**src/rtl/ball_physics.sv**
```systemverilog
`default_nettype none
// ============================================================================
// Module   : ball_physics
// Purpose  : Per-frame ball motion, wall/paddle/brick reflection, brick-state
//            write stream to the renderer, lives and win/loss tracking.
// Revision : 1.0 - initial release
// ============================================================================
module ball_physics #(
  parameter int STEP  = 2,
  parameter int LIVES = 3
) (
  input  logic       CLK_50MH,
  input  logic       reset,
  input  logic       frame_tick,
  input  logic       launch,
  input  logic [9:0] paddle_pos,
  output logic [9:0] ball_x,
  output logic [9:0] ball_y,
  output logic       active_write_enable,
  output logic [5:0] active_position,
  output logic [1:0] active_data,
  output logic [1:0] lives,
  output logic       game_over,
  output logic       game_won
);

  localparam logic [9:0] STEP_V   = 10'(STEP);
  localparam logic [9:0] X_MAX    = 10'd632;
  localparam logic [9:0] Y_REST   = 10'd433;
  localparam logic [4:0] N_BRICKS = 5'd20;

  typedef enum logic [2:0] {
    S_IDLE  = 3'd0,
    S_WAIT  = 3'd1,
    S_MOVE  = 3'd2,
    S_SCAN  = 3'd3,
    S_WRITE = 3'd4,
    S_LOST  = 3'd5,
    S_DONE  = 3'd6
  } state_t;

  state_t     state, state_next;
  logic       dx, dy;
  logic [4:0] scan_idx;
  logic [1:0] scan_row;
  logic [2:0] scan_col;
  logic [1:0] hits [0:19];
  logic [4:0] destroyed;

  // Combinational results of one MOVE step
  logic [9:0] move_x, move_y, idle_x;
  logic       move_dx, move_dy, move_miss;
  logic [9:0] brick_x0, brick_x1, brick_y0, brick_y1;
  logic       overlap, hit_now;
  logic [1:0] hit_next;

  // Paddle-following x while parked, clamped to the right edge
  always_comb begin
    idle_x = paddle_pos + 10'd46;
    if ({1'b0, paddle_pos} + 11'd46 > {1'b0, X_MAX}) idle_x = X_MAX;
  end

  // Next position and direction: walls first, then ceiling/paddle/miss
  always_comb begin
    move_x    = ball_x;
    move_y    = ball_y;
    move_dx   = dx;
    move_dy   = dy;
    move_miss = 1'b0;
    if (!dx) begin
      if (ball_x < STEP_V) begin
        move_x  = 10'd0;
        move_dx = 1'b1;
      end else begin
        move_x = ball_x - STEP_V;
      end
    end else begin
      if ({1'b0, ball_x} + {1'b0, STEP_V} > {1'b0, X_MAX}) begin
        move_x  = X_MAX;
        move_dx = 1'b0;
      end else begin
        move_x = ball_x + STEP_V;
      end
    end
    if (!dy) begin
      if (ball_y < STEP_V) begin
        move_y  = 10'd0;
        move_dy = 1'b1;
      end else begin
        move_y = ball_y - STEP_V;
      end
    end else begin
      move_y = ball_y + STEP_V;
      if (({1'b0, move_y} + 11'd7 >= 11'd441) && (move_y <= 10'd449) &&
          ({1'b0, move_x} + 11'd7 > {1'b0, paddle_pos}) &&
          ({1'b0, move_x} < {1'b0, paddle_pos} + 11'd100)) begin
        move_y  = Y_REST;
        move_dy = 1'b0;
        // Right half of the paddle sends the ball right
        move_dx = ({1'b0, move_x} + 11'd4 >= {1'b0, paddle_pos} + 11'd50);
      end else if (move_y > 10'd472) begin
        move_miss = 1'b1;
      end
    end
  end

  // Box of the brick currently under scan and overlap with the ball box
  always_comb begin
    brick_x0 = 10'd40 + 10'(scan_col) * 10'd120;
    brick_x1 = brick_x0 + 10'd80;
    brick_y0 = 10'd40 + 10'(scan_row) * 10'd50;
    brick_y1 = brick_y0 + 10'd30;
    overlap  = (ball_x <= brick_x1) && (ball_x + 10'd7 >= brick_x0) &&
               (ball_y <= brick_y1) && (ball_y + 10'd7 >= brick_y0);
    hit_now  = (state == S_SCAN) && (hits[scan_idx] != 2'd3) && overlap;
    hit_next = hits[scan_idx] + 2'd1;
  end

  // State register
  always_ff @(posedge CLK_50MH) begin
    if (reset) state <= S_IDLE;
    else       state <= state_next;
  end

  // Next-state decode
  always_comb begin
    state_next = state;
    case (state)
      S_IDLE:  if (launch) state_next = S_WAIT;
      S_WAIT:  if (frame_tick) state_next = S_MOVE;
      S_MOVE:  state_next = move_miss ? S_LOST : S_SCAN;
      S_SCAN: begin
        if (hit_now)                state_next = S_WRITE;
        else if (scan_idx == 5'd19) state_next = S_WAIT;
      end
      S_WRITE: state_next = (destroyed == N_BRICKS) ? S_DONE : S_WAIT;
      S_LOST:  state_next = (lives == 2'd1) ? S_DONE : S_IDLE;
      S_DONE:  state_next = S_DONE;
      default: state_next = S_IDLE;
    endcase
  end

  // Ball, brick, strobe and score datapath
  always_ff @(posedge CLK_50MH) begin
    if (reset) begin
      ball_x              <= 10'd296;
      ball_y              <= Y_REST;
      dx                  <= 1'b1;
      dy                  <= 1'b0;
      scan_idx            <= 5'd0;
      scan_row            <= 2'd0;
      scan_col            <= 3'd0;
      destroyed           <= 5'd0;
      active_write_enable <= 1'b0;
      active_position     <= 6'd0;
      active_data         <= 2'd0;
      lives               <= 2'(LIVES);
      game_over           <= 1'b0;
      game_won            <= 1'b0;
      for (int i = 0; i < 20; i++) hits[i] <= 2'd0;
    end else begin
      active_write_enable <= 1'b0;
      case (state)
        S_IDLE: begin
          ball_x <= idle_x;
          ball_y <= Y_REST;
          if (launch) begin
            dx <= 1'b1;
            dy <= 1'b0;
          end
        end
        S_MOVE: begin
          if (!move_miss) begin
            ball_x <= move_x;
            ball_y <= move_y;
            dx     <= move_dx;
            dy     <= move_dy;
          end
          scan_idx <= 5'd0;
          scan_row <= 2'd0;
          scan_col <= 3'd0;
        end
        S_SCAN: begin
          if (hit_now) begin
            hits[scan_idx]      <= hit_next;
            dy                  <= ~dy;
            active_write_enable <= 1'b1;
            active_position     <= {1'b0, scan_idx};
            active_data         <= hit_next;
            if (hit_next == 2'd3) destroyed <= destroyed + 5'd1;
          end else begin
            scan_idx <= scan_idx + 5'd1;
            if (scan_col == 3'd4) begin
              scan_col <= 3'd0;
              scan_row <= scan_row + 2'd1;
            end else begin
              scan_col <= scan_col + 3'd1;
            end
          end
        end
        S_WRITE: if (destroyed == N_BRICKS) game_won <= 1'b1;
        S_LOST: begin
          lives <= lives - 2'd1;
          if (lives == 2'd1) game_over <= 1'b1;
        end
        default: ;
      endcase
    end
  end

endmodule
`default_nettype wire

```
**config.mk**
```make
export PLATFORM = sky130hd
export DESIGN_NAME = ball_physics
export DESIGN_NICKNAME = d
export VERILOG_FILES = /design/src/rtl/ball_physics.sv
export SDC_FILE = /design/constraint.sdc
export NUM_CORES = 1
export LEC_CHECK = 0
export BUFFER_PORTS_ARGS = -buffer_cell sky130_fd_sc_hd__buf_4
export CAP_MARGIN = 20
export CORE_MARGIN = 8
export CORE_UTILIZATION = 30
export DETAILED_ROUTE_END_ITERATION = 16
export PLACE_DENSITY = 0.53
export RECOVER_POWER = 50
export SLEW_MARGIN = 20
export SYNTH_ARGS = -nofsm -noshare
export SYNTH_HDL_FRONTEND = slang
export SYNTH_SLANG_ARGS = --single-unit
export TNS_END_PERCENT = 30
```
**constraint.sdc**
```tcl
create_clock -name CLK_50MH -period 11.18 [get_ports CLK_50MH]
set_clock_uncertainty 0.15 [all_clocks]
set_input_delay 0.559 -clock CLK_50MH [delete_from_list [all_inputs] [get_ports CLK_50MH]]
set_output_delay 0.559 -clock CLK_50MH [all_outputs]
set_load 0.005 [all_outputs]
```
==> results.py <==
metrics = {
    "timing": {
        "final_hold_viol_count": 0,
        "min_period_ns": 6.43,
        "final-setup-viol-count": 0,
        "timing.slew.headroom_pct": -33.8,
        "finalSetupTns_ns": 0,
        "fmax_mhz": 156,
        "tightest_slew_ns": 1.99,
        "drv_slew": 20,
        "fin_crit_sh_pct": 57.5,
        "rsz0062_at_grt": "no",
    },
    "place": {
        "placed_cells": 1533,
        "port-buffer-count": 45,
        "hpwl_um": 19700,
        "placed_cell_area_um2": 10600,
        "gp_congestion": 0.828,
    },
    "logic_synthesis": {
        "synthCells": 1111,
        "ys_seq_area_share_pct": 30.8,
        "yosysUniqueCellTypes": 92,
        "async_flop_share_pct": 0,
        "synth-edff-count": 64,
        "yosys_register_bits": 121,
        "avgSynthCellArea_um2": 8.96,
        "synthFlopType": "edfxtp_1",
        "syn-cell-area_um2": 9960,
        "syn_nets": 1228,
        "yosysWarnings": 0,
    },
    "clock_tree": {
        "postCtsHoldBufs": 0,
        "cts_buffers": 17,
        "post_cts_buffers": 0,
        "htreeDepth": 4,
        "cts_buffer_depth": 2,
        "cts-root-buf": "clkbuf_16",
        "cts_tree": "yes",
        "clkTransAtPathRegs_ns": 0.07,
        "cts_resized": 0,
        "insertion_delay_ns": 0.42,
        "cts_num_sinks": 121,
    },
    "grt": {
        "grt_pass1_vias": 7980,
        "globalRouteMet1Util_pct": 18.8,
        "grt_max_degree": 57,
        "grt.total_usage_pct": 13.8,
        "antenna_found_initial": 0,
        "met2_usage_pct": 22.5,
        "grt_pass1_wl_um": 44000,
        "grt_use_met3_pct": 2.24,
        "grt_busiest_layer": "met2",
        "grt_overflow": 0,
    },
    "routing": {
        "drt_first_pass_iters": 5,
        "ant_nets": 0,
        "vias": 8228,
        "drt_iter0_drc": 615,
        "drc": 0,
        "avgViaCountPerCell": 5.25,
        "wire_per_inst_um": 17.2,
        "routed_wl_um": 26900,
    },
    "layout": {
        "fin_util_pct": 34.0,
        "fin_cells": 1566,
        "final_nets": 1228,
        "final.fill_count": 3394,
        "n_antenna_cell": 0,
        "final_cell_area_um2": 11100,
        "syn_to_final_growth_pct": 11.5,
        "drive_gt1_share_pct": 11.1,
    },
    "floorplan": {
        "die_h_um": 198,
        "die_x_um": 198,
        "fp-row-count": 66,
        "core_um2": 32600,
        "io_pins": 47,
        "die-area_um2": 39300,
        "start_util_pct": 30.5,
    },
    "setup_path": {
        "worstSetupEndpointType": "register",
        "criticalPathCategory": "reg -> reg",
        "cp.required_ns": 11.33,
        "critPathMaxFanout": 19,
        "cp.arrival_ns": 6.58,
        "r2r_cells": 17,
        "startpoint_type": "register",
    },
    "power": {
        "power_leakage_nw": 4.02,
        "ir_drop_uv": 76.3,
        "cellPowerDensity_nw_per_um2": 210,
    },
    "worst_hold_path": {
        "hold_class": "in -> reg",
        "hold_depth": 3,
    },
    "flow_run": {
        "drv_cap": 1,
    },
    "status": {
        "status": "finished with violations",
        "violations": "max-capacitance violations, max-slew violations",
    },
}
[layout make-up]
class	instances	area, um2	area share [%]
Clock buffer	17	425	3.83
Tap cell	442	553	4.98
Sequential cell	121	3060	27.6
Multi-Input combinational cell	850	6320	56.9
Inverter	69	259	2.33
Clock inverter	15	154	1.39
Timing Repair Buffer	52	330	2.97
[flip-flops by register name, indices dropped and copies added, names as in the netlist, 3 cells and up, named ones only]
register,flops
ball_y,10
scan_col,3
active_position,5
destroyed,5
state,3
scan_idx,5
ball_x,10
hits,64
[power breakdown]
group	internal [W]	leakage (nW)	switching, W	total [W]
Sequential	0.000501	1.09	0.000112	0.000614
Combinational	0.000490	2.66	0.000691	0.00118
Clock	0.000297	0.272	0.000239	0.000536
[per-layer routing]
| layer | routed length [um] | part of all wire [%] |
|---|---|---|
| met1 | 13000 | 48 |
| met2 | 12500 | 47 |
| met3 | 1030 | 3.8 |
| met4 | 337 | 1.3 |
| met5 | 0 | 0 |
[worst max-delay path, cell delays in order, from the launching register on]
cell and delay, ns:
dfxtp_1 0.52, fa_1 0.50, ha_1 0.23, inv_1 0.07
fa_1 0.46, o21bai_1 0.21, xnor2_1 0.36, a21oi_1 0.10
xnor2_1 0.15, ha_1 0.29, nand4_1 0.10, nor4_1 0.24
nor2_1 0.08, o31a_1 0.14, nor3_1 1.55, nor2_1 0.56
and3_1 0.38, o21ba_2 0.21
[per-stage QoR]
| stage | setup slack [ns] | hold slack, ns | total power (W) |
|---|---|---|---|
| 6_report | 4.75 | 0.330 | 0.00233 |
| 5_1_grt | 4.31 | 0.360 | 0.00253 |
| 3_3_place_gp | 5.38 | 0.320 | 0.00181 |
| 2_1_floorplan | 6.45 | 0.303 | 0.00150 |
| 4_1_cts | 5.22 | 0.316 | 0.00236 |
| 3_5_place_dp | 5.28 | 0.332 | 0.00181 |
[placed cells by master (no fill, tap or decap), types with 9 or more instances in the layout]
cell and count:
nor2_1 117, ha_1 100, inv_1 66, edfxtp_1 64, o21ai_0 62, xnor2_1 60, a21oi_1 58, nand2_1 57
dfxtp_1 57, nor3_1 37, nand3_1 35, xor2_1 27, mux4_2 20, clkbuf_4 20, nand4_1 17, clkbuf_16 17
nand2b_1 16, buf_4 16, clkbuf_1 16, a211oi_1 14, or3_1 12, a31oi_1 12, nor2b_1 11, nor4_1 10
and3_1 10, o21a_1 10, mux2i_1 9, nand3b_1 9, o211ai_1 9
[cells in the mapped netlist (8+ instances only)]
cell	number	share of area, %
mux2i_1	9	0.90
mux4_2	20	4.5
nand2b_1	16	1.0
o21a_1	10	0.75
o21ai_0	62	3.1
ha_1	100	13
xor2_1	27	2.4
a211oi_1	14	1.1
buf_2	20	1.0
xnor2_1	60	5.3
a31oi_1	12	0.75
a21oi_1	58	2.9
nor4_1	9	0.57
nand2_1	57	2.1
nor2_1	117	4.4
nand3b_1	9	0.68
or3_1	12	0.75
nand4_1	17	1.1
clkbuf_1	45	1.7
edfxtp_1	64	19
o211ai_1	9	0.68
dfxtp_1	57	11
nor2b_1	11	0.69
a211o_1	8	0.70
and3_1	10	0.63
nor3_1	36	1.8
a21o_1	8	0.60
inv_1	66	2.5
nand3_1	35	1.8
[worst paths after layout]
check                 from            to  slack (ns)
min reg2reg   destroyed[1]  destroyed[1]        0.34
max            scan_col[0]   scan_idx[1]        4.75
max reg2reg    scan_col[0]   scan_idx[1]        4.75
min          paddle_pos[0]     ball_x[0]        0.33
[cell families after synthesis]
| group | after synthesis | share of synthesized area, % |
|---|---|---|
| flops | 121 | 30.8 |
| simple gates | 367 | 18.9 |
| xor+xnor | 87 | 7.65 |
| mux | 30 | 5.54 |
| fa+ha+maj | 104 | 13.3 |
| buf+inv | 140 | 5.64 |
| compound gates | 260 | 18.1 |
| other cells | 2 | 0.0754 |
Power figures use the tool's default switching activity.
